<file path="config.mk">
export PLATFORM = sky130hd
export DESIGN_NAME = stepgen_drv
export DESIGN_NICKNAME = d
export VERILOG_FILES = /design/src/rtl/tr_pkg.sv /design/src/rtl/pulse_sync.sv /design/src/rtl/stepgen_drv.sv
export SDC_FILE = /design/constraint.sdc
export NUM_CORES = 1
export LEC_CHECK = 0
export CORE_MARGIN = 3
export CORE_UTILIZATION = 55
export CTS_BUF_LIST = sky130_fd_sc_hd__clkbuf_8
export DETAILED_ROUTE_END_ITERATION = 10
export GPL_TIMING_DRIVEN = 0
export PLACE_DENSITY_LB_ADDON = 0.1
export SLEW_MARGIN = 0
export SYNTH_ARGS = -nofsm -noshare
export SYNTH_HDL_FRONTEND = slang
export SYNTH_SLANG_ARGS = --single-unit
</file>
<file path="constraint.sdc">
create_clock -name clk -period 5.7 [get_ports clk]
set_clock_uncertainty 0.15 [all_clocks]
set_input_delay 1.14 -clock clk [delete_from_list [all_inputs] [get_ports clk]]
set_output_delay 1.14 -clock clk [all_outputs]
set_load 0.01 [all_outputs]
</file>
<file path="src/rtl/tr_pkg.sv">
// Shared definitions for the stepper pulse generator.
// Holds the default datapath width, the default timing constants for a
// 50 MHz clk, and the state encoding of the step FSM.
// Optional feature macro used by stepgen_drv: STEPGEN_POS_COUNTER_EN.
package tr_pkg;

  localparam int WIDTH_WORK_DEF  = 16;
  localparam int PULSE_WIDTH_DEF = 50;   // 1 us step high time
  localparam int DIR_SETUP_DEF   = 25;   // 0.5 us DIR setup before STEP rise
  localparam int MIN_PERIOD_DEF  = 100;  // 2 us shortest step period
  localparam int POS_WIDTH_DEF   = 32;

  typedef enum logic [1:0] {
    S_IDLE      = 2'd0,
    S_DIR_SETUP = 2'd1,
    S_HIGH      = 2'd2,
    S_LOW       = 2'd3
  } state_e;

endpackage

</file>
<file path="src/rtl/pulse_sync.sv">
// Two-flop synchronizer followed by a rising-edge detector.
// Ports:
//   clk     in  destination clock
//   rst     in  asynchronous active-high reset
//   async_i in  level from another clock domain
//   rise_o  out one-cycle pulse, high in the cycle after the synchronized
//               level first reads 1 (third clk edge after the input rise
//               samples it as a registered event downstream)
module pulse_sync (
  input  logic clk,
  input  logic rst,
  input  logic async_i,
  output logic rise_o
);

  logic meta_q;
  logic sync_q;
  logic prev_q;

  always_ff @(posedge clk or posedge rst) begin
    if (rst) begin
      meta_q <= 1'b0;
      sync_q <= 1'b0;
      prev_q <= 1'b0;
    end else begin
      meta_q <= async_i;
      sync_q <= meta_q;
      prev_q <= sync_q;
    end
  end

  assign rise_o = sync_q & ~prev_q;

endmodule

</file>
<file path="src/rtl/stepgen_drv.sv">
// Stepper-motor STEP/DIR generator.
// Latches a step period from an asynchronous strobe and produces STEP pulses
// of fixed width with rising-edge spacing equal to the (clamped) period, and
// a DIR line that only changes ahead of a step by a fixed setup time.
// Optional feature macro: STEPGEN_POS_COUNTER_EN adds a signed position
// counter (pos_clr in, position out).
// Ports:
//   clk          in  system clock (50 MHz)
//   rst          in  asynchronous active-high reset
//   enable       in  motor enable
//   dir_req      in  requested direction
//   period       in  step period in clk cycles, 0 = stop
//   period_valid in  asynchronous write strobe for period
//   pos_clr      in  synchronous position clear (optional)
//   position     out signed step position (optional)
//   step         out STEP line to driver
//   dir          out DIR line to driver
//   busy         out high whenever the FSM is not idle
//
// state       | meaning
// S_IDLE      | no stepping, step low
// S_DIR_SETUP | dir just changed, waiting DIR_SETUP cycles before a step
// S_HIGH      | step high for PULSE_WIDTH cycles
// S_LOW       | step low for the remainder of cur_period
module stepgen_drv
  import tr_pkg::*;
#(
  parameter int WIDTH_WORK  = WIDTH_WORK_DEF,
  parameter int PULSE_WIDTH = PULSE_WIDTH_DEF,
  parameter int DIR_SETUP   = DIR_SETUP_DEF,
  parameter int MIN_PERIOD  = MIN_PERIOD_DEF,
  parameter int POS_WIDTH   = POS_WIDTH_DEF
) (
  input  logic                        clk,
  input  logic                        rst,
  input  logic                        enable,
  input  logic                        dir_req,
  input  logic [WIDTH_WORK-1:0]       period,
  input  logic                        period_valid,
`ifdef STEPGEN_POS_COUNTER_EN
  input  logic                        pos_clr,
  output logic signed [POS_WIDTH-1:0] position,
`endif
  output logic                        step,
  output logic                        dir,
  output logic                        busy
);

  // Counters load "length - 1" and leave the state when they read zero, so
  // each state lasts exactly its nominal number of cycles.
  localparam logic [WIDTH_WORK-1:0] MIN_P   = WIDTH_WORK'(MIN_PERIOD);
  localparam logic [WIDTH_WORK-1:0] PW_M1   = WIDTH_WORK'(PULSE_WIDTH - 1);
  localparam logic [WIDTH_WORK-1:0] DS_M1   = WIDTH_WORK'(DIR_SETUP - 1);
  localparam logic [WIDTH_WORK-1:0] LOW_ADJ = WIDTH_WORK'(PULSE_WIDTH + 1);
  localparam logic [WIDTH_WORK-1:0] ONE     = WIDTH_WORK'(1);

  state_e                state_q, state_d;
  logic [WIDTH_WORK-1:0] counter_q, counter_d;
  logic [WIDTH_WORK-1:0] cur_period_q, cur_period_d;
  logic [WIDTH_WORK-1:0] period_reg_q;
  logic                  dir_q, dir_d;
  logic                  pv_rise;
  logic [WIDTH_WORK-1:0] eff_period;
  logic                  run_ok;

  pulse_sync u_pv_sync (
    .clk     (clk),
    .rst     (rst),
    .async_i (period_valid),
    .rise_o  (pv_rise)
  );

  always_ff @(posedge clk or posedge rst) begin
    if (rst) begin
      period_reg_q <= '0;
    end else if (pv_rise) begin
      period_reg_q <= period;
    end
  end

  assign eff_period = (period_reg_q < MIN_P) ? MIN_P : period_reg_q;
  assign run_ok     = enable && (period_reg_q != '0);

  always_ff @(posedge clk or posedge rst) begin
    if (rst) begin
      state_q      <= S_IDLE;
      counter_q    <= '0;
      cur_period_q <= '0;
      dir_q        <= 1'b0;
    end else begin
      state_q      <= state_d;
      counter_q    <= counter_d;
      cur_period_q <= cur_period_d;
      dir_q        <= dir_d;
    end
  end

  always_comb begin
    state_d      = state_q;
    counter_d    = counter_q;
    cur_period_d = cur_period_q;
    dir_d        = dir_q;
    unique case (state_q)
      S_IDLE: begin
        if (run_ok) begin
          if (dir_req != dir_q) begin
            state_d   = S_DIR_SETUP;
            dir_d     = dir_req;
            counter_d = DS_M1;
          end else begin
            state_d      = S_HIGH;
            counter_d    = PW_M1;
            cur_period_d = eff_period;
          end
        end
      end
      S_DIR_SETUP: begin
        if (counter_q == '0) begin
          state_d      = S_HIGH;
          counter_d    = PW_M1;
          cur_period_d = eff_period;
        end else begin
          counter_d = counter_q - ONE;
        end
      end
      S_HIGH: begin
        if (counter_q == '0) begin
          state_d   = S_LOW;
          counter_d = cur_period_q - LOW_ADJ;
        end else begin
          counter_d = counter_q - ONE;
        end
      end
      S_LOW: begin
        if (counter_q == '0) begin
          // Disable is checked first so a late dir_req never moves DIR.
          if (!run_ok) begin
            state_d = S_IDLE;
          end else if (dir_req != dir_q) begin
            state_d   = S_DIR_SETUP;
            dir_d     = dir_req;
            counter_d = DS_M1;
          end else begin
            state_d      = S_HIGH;
            counter_d    = PW_M1;
            cur_period_d = eff_period;
          end
        end else begin
          counter_d = counter_q - ONE;
        end
      end
      default: begin
        state_d = S_IDLE;
      end
    endcase
  end

  // Decoded from the state register so reset removes a pulse immediately.
  always_comb begin
    step = (state_q == S_HIGH);
    busy = (state_q != S_IDLE);
    dir  = dir_q;
  end

`ifdef STEPGEN_POS_COUNTER_EN
  logic                 hi_entry;
  logic [POS_WIDTH-1:0] pos_q;

  assign hi_entry = (state_d == S_HIGH) && (state_q != S_HIGH);

  always_ff @(posedge clk or posedge rst) begin
    if (rst) begin
      pos_q <= '0;
    end else if (pos_clr) begin
      pos_q <= '0;
    end else if (hi_entry) begin
      pos_q <= dir_q ? pos_q + POS_WIDTH'(1) : pos_q - POS_WIDTH'(1);
    end
  end

  assign position = pos_q;
`endif

endmodule
</file>
## After elaboration in Yosys (flattened, before gate mapping)

Index checks and enable logic that the tools add are counted.

- Flip-flop bits (word level): 54
- Bits in latches: 0
- RAM bits: 0
- Bits in read-only memories: 0
- Word-level logic and storage cells: 54
- Memories kept: 0

- $add $sub $neg: 2
- Multipliers: 0
- Divide/modulo/power cells: 0
- $lt $le $gt $ge: 1
- Equality and inequality tests: 8
- Shifts and indexed selects: 0
- Mux-type cells: 23
- Bitwise logic cells: 2
- Reductions and logical operators: 10

Operators by type and width:

| operator | number |
|---|---|
| $mux W16 | 9 |
| $pmux W16 S4 | 1 |
| $pmux W16 S3 | 1 |
| $logic_not A16 Y1 | 1 |
| $lt A16 B7 Y1 const B | 1 |
| $reduce_bool A16 Y1 | 1 |
| $sub A16 B1 Y16 const B | 1 |
| $sub A16 B6 Y16 const B | 1 |
| $mux W2 | 6 |
| $pmux W2 S4 | 1 |
| $mux W6 | 1 |
| $ne A2 B2 Y1 const B | 3 |
| $eq A2 B2 Y1 const B | 2 |
| $reduce_and A4 Y1 | 1 |
| $reduce_bool A2 Y1 | 2 |
| $mux W1 | 3 |
| $reduce_and A3 Y1 | 1 |
| $reduce_bool A3 Y1 | 1 |
| $eq A2 B1 Y1 const B | 1 |
| $logic_not A2 Y1 | 1 |
| $ne A2 B1 Y1 const B | 1 |
| $pmux W1 S2 | 1 |
| $reduce_and A2 Y1 | 1 |
| $and A1 B1 Y1 | 1 |
| other kinds (3) | 3 |

## Depth between registers and ports, before layout

Gate-level depths: netlist of run 1.

- Depth after elaboration: 6
- Gate-level depth with buffers: 9
- Depth with buffers taken out: 7

## By module

A second synthesis of run 1 with hierarchy kept.

- Cell total of the unflattened synthesis: 308
- Area, all modules: 3150.5 µm²

By module, submodules not included:

| module | instances | cells each | area each (µm²) | sequential area each (µm²) |
|---|---|---|---|---|
| stepgen_drv | 1 | 303 | 3057.9 | 1276.2 |
| pulse_sync | 1 | 5 | 92.6 | 75.1 |

## Least setup slack after synthesis of run 1

Ideal clock, no wire load.

- Kind: input to register
- Start point: input dir_req
- End point: register cur_period_q[15]
- Arrival: 2.237 ns
- Slack: 3.188 ns
- Stages: 6
- Path buffers: 1
- Cells stage by stage: xnor2_1 nand3b_1 a21oi_2 o21ai_4 buf_12 mux2_4

- Word-level cells in the longest chain between the ends: 5

RTL lines:

| what | RTL line | source |
|---|---|---|
| start: declaration | stepgen_drv.sv:37 | `input logic dir_req,` |
| $ne A1 B1 Y1 (*) | stepgen_drv.sv:106, stepgen_drv.sv:139 |  |
| $mux W16 (*) (2 in series) | -- |  |
| $mux W16 | -- |  |
| $pmux W16 S3 (*) | -- |  |
| end signal: assignment | stepgen_drv.sv:93 | `cur_period_q <= cur_period_d;` |
| end: declaration | stepgen_drv.sv:59 | `logic [WIDTH_WORK-1:0] cur_period_q, cur_period_d;` |

Every way passes the cells marked *; elsewhere a longest branch is shown, timed or not. The select of a mux whose other input is x is not followed.
A chain may end at the register's enable or synchronous reset.

## Worst setup path in the final report of run 1

- Start point: register state_q[0]
- End point: output step

- Word-level cells in the longest chain between the ends: 1

RTL lines:

| what | RTL line | source |
|---|---|---|
| start: declaration | stepgen_drv.sv:57 | `state_e state_q, state_d;` |
| start signal: assignment | stepgen_drv.sv:91 | `state_q <= state_d;` |
| $eq A2 B2 Y1 | stepgen_drv.sv:160 | `step = (state_q == S_HIGH);` |
| end: declaration | stepgen_drv.sv:44 | `output logic step,` |

Every way passes these cells.

==> flow_results.xml, run 1 <==
<?xml version="1.0" encoding="UTF-8"?>
<metrics>
  <group name="die">
    <metric name="die_area" unit="sq um">6682</metric>
    <metric name="design.portCount" unit="">24</metric>
    <metric name="placementRows" unit="">26</metric>
    <metric name="die_width" unit="um">81.75</metric>
    <metric name="fp.dieH" unit="um">81.75</metric>
    <metric name="core_area" unit="sq um">5335</metric>
    <metric name="initial_core_util" unit="">0.5915</metric>
  </group>
  <group name="sta">
    <metric name="slew_headroom" unit="">0.5257</metric>
    <metric name="max_slew.worst_pin.slew" unit="ns">0.7099</metric>
    <metric name="finalSetupViolations" unit="">0</metric>
    <metric name="max_freq" unit="GHz">0.3262</metric>
    <metric name="rsz0062_at_grt" unit="">false</metric>
    <metric name="final_min_period_over_clock_period" unit="">0.5377</metric>
    <metric name="post_layout_minimum_cycle_time" unit="ns">3.065</metric>
    <metric name="final.setup.tns" unit="ns">0</metric>
    <metric name="timing.final.hold_violations" unit="">0</metric>
    <metric name="hold-worst-slack" unit="ns">0.2195</metric>
    <metric name="timing.final.ws_setup" unit="ns">2.635</metric>
    <metric name="timing.final.max_slew_violations" unit="">0</metric>
  </group>
  <group name="yosys">
    <metric name="ffs_latches_synth" unit="">54</metric>
    <metric name="yosys_warnings" unit="">0</metric>
    <metric name="postSynthCellCount" unit="">299</metric>
    <metric name="ys_top_cells_by_count" unit="">dfrtp_1, mux2_2, nor2_1, inv_1, nand2_1</metric>
    <metric name="synth_edf_count" unit="">0</metric>
    <metric name="synth.yosys.seq_area_share" unit="">0.4282</metric>
    <metric name="synth.top_cells.by_area" unit="">dfrtp_1, mux2_2, mux2i_1, ha_1, xnor2_1</metric>
    <metric name="post-synth-top-area-cell" unit="">dfrtp_1</metric>
    <metric name="synth.cell_area" unit="sq um">3156</metric>
    <metric name="ys.flop_type" unit="">dfrtp_1</metric>
    <metric name="synth.top_cell.area_share" unit="">0.4282</metric>
    <metric name="synth.avg_cell_area" unit="sq um">10.55</metric>
    <metric name="synth_most_common_cell" unit="">dfrtp_1</metric>
    <metric name="synthArstFlopShare" unit="">1.000</metric>
    <metric name="ys_types" unit="">59</metric>
    <metric name="syn_nets" unit="">327</metric>
  </group>
  <group name="placed_design">
    <metric name="finalWeightedCongestion" unit="">0.8905</metric>
    <metric name="hpwl" unit="um">4990</metric>
    <metric name="dp_slack" unit="ns">2.407</metric>
    <metric name="portBuffers" unit="">23</metric>
  </group>
  <group name="worst_setup_path">
    <metric name="crit_fanout" unit="">8</metric>
    <metric name="crit-reg2reg-launch" unit="">counter_q[0]</metric>
    <metric name="r2r.worst_path.cells" unit="">8</metric>
    <metric name="worstSetupPathType" unit="">reg2out</metric>
    <metric name="crit_path_end_kind" unit="">output pin</metric>
    <metric name="cp.required" unit="ns">4.41</metric>
    <metric name="worst-r2r-setup-slack" unit="ns">2.76</metric>
    <metric name="path_delay_family" unit="">buffers and inverters</metric>
    <metric name="critical_path.slowest_cell" unit="">clkdlybuf4s50_1</metric>
    <metric name="critPathLaunchType" unit="">register</metric>
    <metric name="buffers_and_inverters_on_the_worst_path" unit="">2</metric>
    <metric name="critical_path.reg2reg.endpoint" unit="">cur_period_q[2]</metric>
    <metric name="cp.arrival" unit="ns">1.78</metric>
    <metric name="crit_chain" unit="">inv_1 -&gt; ha_1 -&gt; clkdlybuf4s50_1</metric>
    <metric name="cp_slowest_stage_delay" unit="ns">0.59</metric>
  </group>
  <group name="routing">
    <metric name="route.vias.total" unit="">2440</metric>
    <metric name="route.detailed.drc" unit="">0</metric>
    <metric name="first_iter_violations" unit="">221</metric>
    <metric name="drt_pre_antenna_iters" unit="">4</metric>
    <metric name="route.detailed.wl_per_inst" unit="um">16.58</metric>
    <metric name="detail_route.vias_per_cell" unit="">6.100</metric>
    <metric name="finalWirelength" unit="um">6632</metric>
    <metric name="route.antenna.remaining_nets" unit="">0</metric>
  </group>
  <group name="grt">
    <metric name="grt_start_max_net_pins" unit="">35</metric>
    <metric name="grt_remaining_overflow" unit="">0</metric>
    <metric name="grt_pass1_wl" unit="um">11460</metric>
    <metric name="grtUsageTotal" unit="">0.2214</metric>
    <metric name="first_global_vias" unit="">2375</metric>
    <metric name="antenna_found_initial" unit="">0</metric>
  </group>
  <group name="final_layout">
    <metric name="number_of_nets_in_the_final_layout" unit="">358</metric>
    <metric name="antenna_cells" unit="">0</metric>
    <metric name="area_delta_synth_final" unit="%">13.44</metric>
    <metric name="share_of_the_core_filled_with_cells" unit="">0.6710</metric>
    <metric name="drive_gt1_frac" unit="">0.1697</metric>
  </group>
  <group name="cts">
    <metric name="tritoncts_clock_tree" unit="">built</metric>
    <metric name="cts.reportedPaths.clkPinSlew" unit="ns">0.10</metric>
    <metric name="cts_resized" unit="">0</metric>
    <metric name="cts_root_buf" unit="">clkbuf_8</metric>
    <metric name="insertion_delay" unit="ns">0.30</metric>
    <metric name="cts_hold_fix_bufs" unit="">0</metric>
    <metric name="postCtsSetupBuffers" unit="">0</metric>
    <metric name="tritoncts.num_buffers" unit="">5</metric>
    <metric name="cts.sink_count" unit="">54</metric>
    <metric name="cts_max_level" unit="">2</metric>
    <metric name="clock_tree.buffer_depth" unit="">2</metric>
  </group>
  <group name="outcome">
    <metric name="status" unit="">completed</metric>
  </group>
  <group name="pwr">
    <metric name="static_leakage" unit="uW">0.001524</metric>
    <metric name="power_density_cells" unit="nW/um^2">568.8</metric>
    <metric name="vdd.ir_drop.worst" unit="uV">314.5</metric>
  </group>
  <group name="hold_path">
    <metric name="min_path_cells" unit="">0</metric>
    <metric name="hold_path_class" unit="">reg2reg</metric>
    <metric name="min_to" unit="">u_pv_sync.sync_q</metric>
    <metric name="hold_path.startpoint" unit="">u_pv_sync.meta_q</metric>
  </group>
  <group name="run">
    <metric name="cap_violations" unit="">0</metric>
  </group>
</metrics>
==> layout make-up <==
cell class | instances | area, sq um
Multi-Input combinational cell | 217 | 1673
Clock buffer | 5 | 68.82
Clock inverter | 2 | 17.52
Tap cell | 70 | 87.58
Inverter | 16 | 60.06
Fill cell | 429 | 1755
Timing Repair Buffer | 24 | 250.2
Buffer | 12 | 71.32
Sequential cell | 54 | 1351
==> through the flow <==
stage	std cells	instance area, sq um	total power (uW)
floorplan	299	3156	1531
global placement	392	3473	1783
detailed placement	393	3493	1807
CTS	400	3580	2029
global route	400	3580	2188
finish	400	3580	2036
==> placed cells by master, fill, tap and decap left out, types with 3 or more instances in the layout <==
cell             count
inv_1               15
or4_1                3
nand2_1             14
nand3_1              4
xnor2_1              9
nor4_1               6
a211oi_1             3
and2_1               4
clkbuf_8             5
nor3_1              11
xor2_1               8
nor2_1              18
a21oi_1             12
a21o_1               4
o21ai_0             11
o22ai_1              3
o2bb2ai_1            6
ha_1                 7
a32oi_1              6
or3_1                5
clkdlybuf4s50_1     23
a22oi_1              4
a22o_1               3
clkbuf_1             7
mux2_4               4
mux2i_1              9
dfrtp_1             54
mux2_2              25
==> where the power goes <==
part / total (uW) / switching [uW] / internal (uW)
combinational: 1140 / 614 / 525
sequential: 679 / 157 / 522
clock: 218 / 131 / 87.7
==> sequential cells by signal, summed over array words and instances (netlist names) <==
signal and flops:
u_pv_sync.meta_q 1, dir 1, u_pv_sync.sync_q 1, period_reg_q 16
cur_period_q 16, u_pv_sync.prev_q 1, counter_q 16, state_q 2
==> how the worst max path moves through the flow <==
stage | start | endpoint | cells after the start
floorplan | rst | counter_q[0] | 1
finish | state_q[0] | step | 3
global route | state_q[0] | step | 3
CTS | state_q[0] | step | 3
global placement | rst | counter_q[0] | 2
detailed placement | dir_req | cur_period_q[2] | 7
==> routing by layer <==
metal  share of wire  wire length [um]  GRT usage
met5               0                 0          0
met4           0.014                92    0.06811
met3           0.063               416    0.03838
met2            0.49              3230     0.3619
met1            0.44              2893     0.3004
==> cells by family after synthesis <==
| group | count (synthesis) | share of synthesized area |
|---|---|---|
| buffers and inverters | 28 | 0.04163 |
| XOR/XNOR | 17 | 0.04719 |
| AND/OR/NAND/NOR | 82 | 0.1439 |
| AO/OA/AOI/OAI | 73 | 0.1745 |
| multiplexers | 38 | 0.1368 |
| flip-flops | 54 | 0.4282 |
| adder cells (fa/ha/maj) | 7 | 0.02775 |
Note: power is estimated with default switching activity, not from simulation.
==> run 2: changes to the inputs <==
clock period = 3.05 ns   (was 5.7 ns; I/O delays follow)
==> run 2 against run 1 <==
  * Via count decreased by 0.74%
  * Clock power increased by 85%
  * Final cell count did not move
  * Die area is the same
  * Combinational power up 87%
  * Setup slack got worse by 2.2 ns
  * First-iteration DRC count fell by 11%
  * Final area up 0.14%
  * Critical path type is now reg2reg
  * Largest cell class unchanged
  * Largest power group unchanged
  * Highest routed layer unchanged
==> flow_results.xml, run 2 (synthesis results as in run 1) <==
<?xml version="1.0" encoding="UTF-8"?>
<metrics>
  <group name="outcome">
    <metric name="status" unit="">completed</metric>
  </group>
  <group name="cts">
    <metric name="insertion_delay" unit="ns">0.30</metric>
    <metric name="clock_tree.buffer_depth" unit="">2</metric>
    <metric name="cts_root_buf" unit="">clkbuf_8</metric>
    <metric name="cts.sink_count" unit="">54</metric>
    <metric name="tritoncts_clock_tree" unit="">built</metric>
    <metric name="tritoncts.num_buffers" unit="">5</metric>
    <metric name="cts_resized" unit="">0</metric>
    <metric name="postCtsSetupBuffers" unit="">0</metric>
    <metric name="cts_max_level" unit="">2</metric>
    <metric name="cts_hold_fix_bufs" unit="">0</metric>
    <metric name="cts.reportedPaths.clkPinSlew" unit="ns">0.10</metric>
  </group>
  <group name="sta">
    <metric name="finalSetupViolations" unit="">0</metric>
    <metric name="timing.final.hold_violations" unit="">0</metric>
    <metric name="timing.final.ws_setup" unit="ns">0.3871</metric>
    <metric name="slew_headroom" unit="">0.5015</metric>
    <metric name="timing.final.max_slew_violations" unit="">0</metric>
    <metric name="rsz0062_at_grt" unit="">false</metric>
    <metric name="max_freq" unit="GHz">0.3755</metric>
    <metric name="post_layout_minimum_cycle_time" unit="ns">2.663</metric>
    <metric name="final_min_period_over_clock_period" unit="">0.8731</metric>
    <metric name="max_slew.worst_pin.slew" unit="ns">0.7415</metric>
    <metric name="hold-worst-slack" unit="ns">0.2195</metric>
  </group>
  <group name="routing">
    <metric name="route.vias.total" unit="">2422</metric>
    <metric name="route.detailed.wl_per_inst" unit="um">16.52</metric>
    <metric name="route.detailed.drc" unit="">0</metric>
    <metric name="finalWirelength" unit="um">6606</metric>
    <metric name="first_iter_violations" unit="">196</metric>
    <metric name="detail_route.vias_per_cell" unit="">6.055</metric>
    <metric name="route.antenna.remaining_nets" unit="">0</metric>
    <metric name="drt_pre_antenna_iters" unit="">4</metric>
  </group>
  <group name="pwr">
    <metric name="share_seq_of_total_power" unit="">0.334</metric>
    <metric name="static_leakage" unit="uW">0.001527</metric>
    <metric name="power_density_cells" unit="nW/um^2">1060</metric>
    <metric name="intPower" unit="uW">2123</metric>
    <metric name="netSwitchingFraction" unit="">0.4414</metric>
    <metric name="power_frac_comb" unit="">0.560</metric>
    <metric name="switching_power" unit="uW">1678</metric>
    <metric name="vdd.ir_drop.worst" unit="uV">585.3</metric>
    <metric name="pwr-share-clk" unit="">0.106</metric>
  </group>
  <group name="final_layout">
    <metric name="layout.cells.most_common" unit="">dfrtp_1</metric>
    <metric name="reg.largest.list" unit="">counter_q: 16 flops, cur_period_q: 16 flops, period_reg_q: 16 flops</metric>
    <metric name="drive_gt1_frac" unit="">0.1727</metric>
    <metric name="mostFrequentLayoutCells" unit="">dfrtp_1, mux2_2, clkdlybuf4s50_1, nor2_1, inv_1</metric>
    <metric name="number_of_nets_in_the_final_layout" unit="">358</metric>
    <metric name="area_delta_synth_final" unit="%">13.60</metric>
    <metric name="antenna_cells" unit="">0</metric>
    <metric name="share_of_the_core_filled_with_cells" unit="">0.6719</metric>
  </group>
  <group name="grt">
    <metric name="grt_start_max_net_pins" unit="">35</metric>
    <metric name="first_global_vias" unit="">2375</metric>
    <metric name="antenna_found_initial" unit="">0</metric>
    <metric name="grtUsageTotal" unit="">0.2214</metric>
    <metric name="grt_remaining_overflow" unit="">0</metric>
    <metric name="grt_pass1_wl" unit="um">11460</metric>
  </group>
  <group name="die">
    <metric name="die_area" unit="sq um">6682</metric>
    <metric name="fp.dieH" unit="um">81.75</metric>
    <metric name="die_width" unit="um">81.75</metric>
    <metric name="core_area" unit="sq um">5335</metric>
    <metric name="placementRows" unit="">26</metric>
    <metric name="initial_core_util" unit="">0.5915</metric>
    <metric name="design.portCount" unit="">24</metric>
  </group>
  <group name="placed_design">
    <metric name="portBuffers" unit="">23</metric>
    <metric name="hpwl" unit="um">4990</metric>
    <metric name="dp_slack" unit="ns">0.1533</metric>
    <metric name="finalWeightedCongestion" unit="">0.8905</metric>
  </group>
  <group name="worst_setup_path">
    <metric name="cp.required" unit="ns">3.09</metric>
    <metric name="worstSetupPathType" unit="">reg2reg</metric>
    <metric name="crit_path_end_kind" unit="">register</metric>
    <metric name="cp.arrival" unit="ns">2.70</metric>
    <metric name="critPathLaunchType" unit="">register</metric>
    <metric name="crit_fanout" unit="">10</metric>
  </group>
  <group name="hold_path">
    <metric name="hold_path_class" unit="">reg2reg</metric>
  </group>
  <group name="run">
    <metric name="cap_violations" unit="">0</metric>
  </group>
</metrics>
-- run 2: cell types whose count changed in the layout (fill, tap and decap cells not counted) --
cell / delta
nor3b_1: -1
nor3b_2: +1
-- run 2: path summary, 6_finish.rpt --
check	startpoint	endpoint	slack, ns	cells past startpoint
hold reg to reg	u_pv_sync.meta_q	u_pv_sync.sync_q	0.22	0
setup reg to reg	counter_q[7]	cur_period_q[2]	0.39	6
min in group asynchronous	rst	period_reg_q[12]	0.48	2
setup / recovery	counter_q[7]	cur_period_q[2]	0.39	6
max in group asynchronous	rst	counter_q[11]	1.74	3
hold / removal	u_pv_sync.meta_q	u_pv_sync.sync_q	0.22	0
-- run 2: power groups by stage --
stage	clock network, uW	registers [uW]	logic [uW]
after detailed placement	0	1280	2100
after global placement	0	1260	2070
after floorplan	0	1200	1660
final	404	1270	2130
after CTS	417	1260	2110
after global routing	447	1310	2330
-- run 2: cell type report --
| type | instances | area, sq um |
|---|---|---|
| Buffer | 12 | 71.32 |
| Clock buffer | 5 | 68.82 |
| Clock inverter | 2 | 17.52 |
| Fill cell | 428 | 1750 |
| Inverter | 16 | 60.06 |
| Multi-Input combinational cell | 217 | 1678 |
| Sequential cell | 54 | 1351 |
| Tap cell | 70 | 87.58 |
| Timing Repair Buffer | 24 | 250.2 |
-- run 2: stage by stage --
step           std cells  total power [uW]  area, sq um  TNS [ns]
3_5_place_dp         393              3378         3493         0
6_report             400              3801         3585         0
5_1_grt              400              4093         3585         0
3_3_place_gp         392              3332         3473    -3.283
4_1_cts              400              3793         3580         0
2_1_floorplan        299              2861         3156         0
-- run 2: layer usage --
layer	up-vias	wire length (um)	track usage
met1	1159	2902	0.3004
met4	0	90	0.06811
met5	-	0	0
li1	1170	-	-
met3	8	416	0.03838
met2	85	3196	0.3619
-- run 2: critical path: stages (launching register included) --
cell and delay (ns):
dfrtp_1 0.46, nor4_1 0.57, nand4_1 0.51, o21ai_2 0.23, o21ai_4 0.14, buf_12 0.19, mux2_4 0.29
==> run 3: changes to the inputs <==
ABC_AREA = 1   (was default)
CTS_BUF_LIST = default   (was sky130_fd_sc_hd__clkbuf_8)
==> run 3 against run 2 <==
  * Non-clock buffer count fell by 3
  * Sequential share of layout area fell by 2.2 points
  * Fmax rose by 2.7%
  * Global-route usage fell by 0.96 points
  * Die area rose by 6.6%
  * Count of clock-buffer cells in the layout rose by 1
  * Clock power rose by 2%
  * Register-to-register slack improved by 0.32 ns
==> flow_results.xml, run 3 <==
<?xml version="1.0" encoding="UTF-8"?>
<metrics>
  <group name="die">
    <metric name="die_area" unit="sq um">7123</metric>
    <metric name="die_width" unit="um">84.40</metric>
    <metric name="initial_core_util" unit="">0.5922</metric>
    <metric name="design.portCount" unit="">24</metric>
    <metric name="core_area" unit="sq um">5709</metric>
    <metric name="placementRows" unit="">27</metric>
    <metric name="fp.dieH" unit="um">84.40</metric>
  </group>
  <group name="worst_setup_path">
    <metric name="cp.required" unit="ns">2.29</metric>
    <metric name="worstSetupPathType" unit="">reg2out</metric>
    <metric name="crit_path_end_kind" unit="">output pin</metric>
    <metric name="crit_fanout" unit="">8</metric>
    <metric name="cp.arrival" unit="ns">1.83</metric>
    <metric name="critPathLaunchType" unit="">register</metric>
  </group>
  <group name="final_layout">
    <metric name="number_of_nets_in_the_final_layout" unit="">521</metric>
    <metric name="reg.largest.list" unit="">counter_q: 16 flops, cur_period_q: 16 flops, period_reg_q: 16 flops</metric>
    <metric name="mostFrequentLayoutCells" unit="">nand2_1, dfrtp_1, inv_1, nor2_1, nand3_1</metric>
    <metric name="drive_gt1_frac" unit="">0.08502</metric>
    <metric name="final-instance-count-excl-fill" unit="">566</metric>
    <metric name="area_delta_synth_final" unit="%">12.73</metric>
    <metric name="antenna_cells" unit="">0</metric>
    <metric name="share_of_the_core_filled_with_cells" unit="">0.6675</metric>
    <metric name="layout.cells.most_common" unit="">nand2_1</metric>
  </group>
  <group name="cts">
    <metric name="cts_root_buf" unit="">clkbuf_8</metric>
    <metric name="insertion_delay" unit="ns">0.31</metric>
    <metric name="tritoncts_clock_tree" unit="">built</metric>
    <metric name="cts_hold_fix_bufs" unit="">0</metric>
    <metric name="tritoncts.num_buffers" unit="">5</metric>
    <metric name="postCtsSetupBuffers" unit="">0</metric>
    <metric name="cts.reportedPaths.clkPinSlew" unit="ns">0.11</metric>
    <metric name="cts.sink_count" unit="">54</metric>
    <metric name="cts_max_level" unit="">2</metric>
    <metric name="clock_tree.buffer_depth" unit="">2</metric>
    <metric name="cts_resized" unit="">0</metric>
  </group>
  <group name="grt">
    <metric name="antenna_found_initial" unit="">0</metric>
    <metric name="grtUsageTotal" unit="">0.2117</metric>
    <metric name="first_global_vias" unit="">2851</metric>
    <metric name="grt_remaining_overflow" unit="">0</metric>
    <metric name="layer_with_the_highest_usage" unit="">met2</metric>
    <metric name="grt_pass1_wl" unit="um">12510</metric>
    <metric name="use_met2" unit="">0.3673</metric>
    <metric name="globalRouteMet3Util" unit="">0.02944</metric>
    <metric name="grt_start_max_net_pins" unit="">37</metric>
    <metric name="met1_usage" unit="">0.2718</metric>
  </group>
  <group name="hold_path">
    <metric name="hold_path_class" unit="">reg2reg</metric>
  </group>
  <group name="yosys">
    <metric name="ffs_latches_synth" unit="">54</metric>
    <metric name="postSynthCellCount" unit="">462</metric>
    <metric name="synth.avg_cell_area" unit="sq um">7.318</metric>
    <metric name="synthArstFlopShare" unit="">1.000</metric>
    <metric name="synth.top_cell.area_share" unit="">0.3997</metric>
    <metric name="synth_most_common_cell" unit="">nand2_1</metric>
    <metric name="yosys_warnings" unit="">0</metric>
    <metric name="syn_nets" unit="">490</metric>
    <metric name="post-synth-top-area-cell" unit="">dfrtp_1</metric>
    <metric name="synth.yosys.seq_area_share" unit="">0.3997</metric>
    <metric name="ys_types" unit="">32</metric>
    <metric name="synth.top_cells.by_area" unit="">dfrtp_1, nand2_1, nand3_1, inv_1, nor2_1</metric>
    <metric name="ys_top_cells_by_count" unit="">nand2_1, dfrtp_1, inv_1, nor2_1, nand3_1</metric>
    <metric name="synth_edf_count" unit="">0</metric>
    <metric name="ys.flop_type" unit="">dfrtp_1</metric>
    <metric name="synth.cell_area" unit="sq um">3381</metric>
  </group>
  <group name="outcome">
    <metric name="status" unit="">completed</metric>
  </group>
  <group name="pwr">
    <metric name="static_leakage" unit="uW">0.001931</metric>
    <metric name="power_density_cells" unit="nW/um^2">338.4</metric>
    <metric name="vdd.ir_drop.worst" unit="uV">257.0</metric>
    <metric name="report.power.total" unit="uW">1290</metric>
  </group>
  <group name="sta">
    <metric name="finalSetupViolations" unit="">0</metric>
    <metric name="rsz0062_at_grt" unit="">false</metric>
    <metric name="post_layout_minimum_cycle_time" unit="ns">2.593</metric>
    <metric name="timing.final.max_slew_violations" unit="">0</metric>
    <metric name="timing.final.ws_setup" unit="ns">0.4569</metric>
    <metric name="slew_headroom" unit="">0.3931</metric>
    <metric name="max_freq" unit="GHz">0.3856</metric>
    <metric name="max_slew.worst_pin.slew" unit="ns">0.9027</metric>
    <metric name="final_min_period_over_clock_period" unit="">0.8502</metric>
    <metric name="timing.final.hold_violations" unit="">0</metric>
    <metric name="final.setup.tns" unit="ns">0</metric>
  </group>
  <group name="routing">
    <metric name="first_iter_violations" unit="">190</metric>
    <metric name="route.antenna.remaining_nets" unit="">0</metric>
    <metric name="detail_route.vias_per_cell" unit="">5.240</metric>
    <metric name="finalWirelength" unit="um">7092</metric>
    <metric name="route.detailed.drc" unit="">0</metric>
    <metric name="drt_pre_antenna_iters" unit="">4</metric>
    <metric name="route.vias.total" unit="">2966</metric>
    <metric name="route.detailed.wl_per_inst" unit="um">12.53</metric>
  </group>
  <group name="placed_design">
    <metric name="portBuffers" unit="">23</metric>
    <metric name="finalWeightedCongestion" unit="">0.8562</metric>
    <metric name="hpwl" unit="um">5500</metric>
    <metric name="place.detailed.instances" unit="">558</metric>
    <metric name="dp_slack" unit="ns">0.6829</metric>
  </group>
  <group name="run">
    <metric name="cap_violations" unit="">0</metric>
  </group>
</metrics>
==> run 3: cell types whose count changed in the layout (fill, tap and decap cells not counted), sizes merged, moves of 9 or more <==
| cell | change |
|---|---|
| nand2 | +151 |
| mux2 | -17 |
| mux2i | -9 |
| inv | +32 |
| nor2 | +35 |
| nand3 | +40 |
==> run 3: worst max-delay path: stages (launching register included) <==
cell	delay [ns]
dfrtp_1	0.43
inv_1	0.13
ha_1	0.36
clkdlybuf4s50_1	0.60
==> run 3: worst paths after layout <==
| kind | slack (ns) | from | depth (start not counted) | to |
|---|---|---|---|---|
| setup / recovery | 0.46 | state_q[0] | 3 | step |
| hold / removal | 0.22 | u_pv_sync.meta_q | 0 | u_pv_sync.sync_q |
| setup reg to reg | 0.71 | state_q[0] | 6 | counter_q[15] |
| hold reg to reg | 0.22 | u_pv_sync.meta_q | 0 | u_pv_sync.sync_q |
| max in group asynchronous | 1.77 | rst | 3 | counter_q[6] |
| min in group asynchronous | 0.45 | rst | 2 | u_pv_sync.prev_q |
==> run 3: power by group <==
part	total, uW	internal (uW)	switching, uW
logic	107	60.1	46.5
clock network	412	167	245
registers	771	748	23.4
total	1290	975	315
==> run 3: area by class of cell <==
cell class                      count  area [sq um]
Fill cell                         535          1898
Buffer                              9         55.05
Sequential cell                    54          1351
Clock inverter                      2         17.52
Clock buffer                        6         72.57
Timing Repair Buffer               24         250.2
Tap cell                           72         90.09
Inverter                           50         187.7
Multi-Input combinational cell    349          1787
==> run 3: per-stage QoR <==
| step | hold slack (ns) | area [sq um] |
|---|---|---|
| 6_report | 0.2205 | 3811 |
| 5_1_grt | 0.2322 | 3811 |
| 4_1_cts | 0.2191 | 3811 |
| 3_5_place_dp | 0.1951 | 3721 |
| 3_3_place_gp | 0.1823 | 3701 |
| 2_1_floorplan | 0.1812 | 3381 |
==> run 3: cells by family after synthesis <==
| family | share of synthesized area |
|---|---|
| fa+ha+maj | 0.02591 |
| xor+xnor | 0.04145 |
| buf+inv | 0.07180 |
| simple gates | 0.3560 |
| flops | 0.3997 |
| mux | 0.03997 |
| compound gates | 0.06514 |
==> run 3: per-layer routing <==
layer | part of all wire | wire length [um]
met1 | 0.45 | 3164
met2 | 0.49 | 3481
met3 | 0.040 | 285
met4 | 0.023 | 161
met5 | 0 | 0
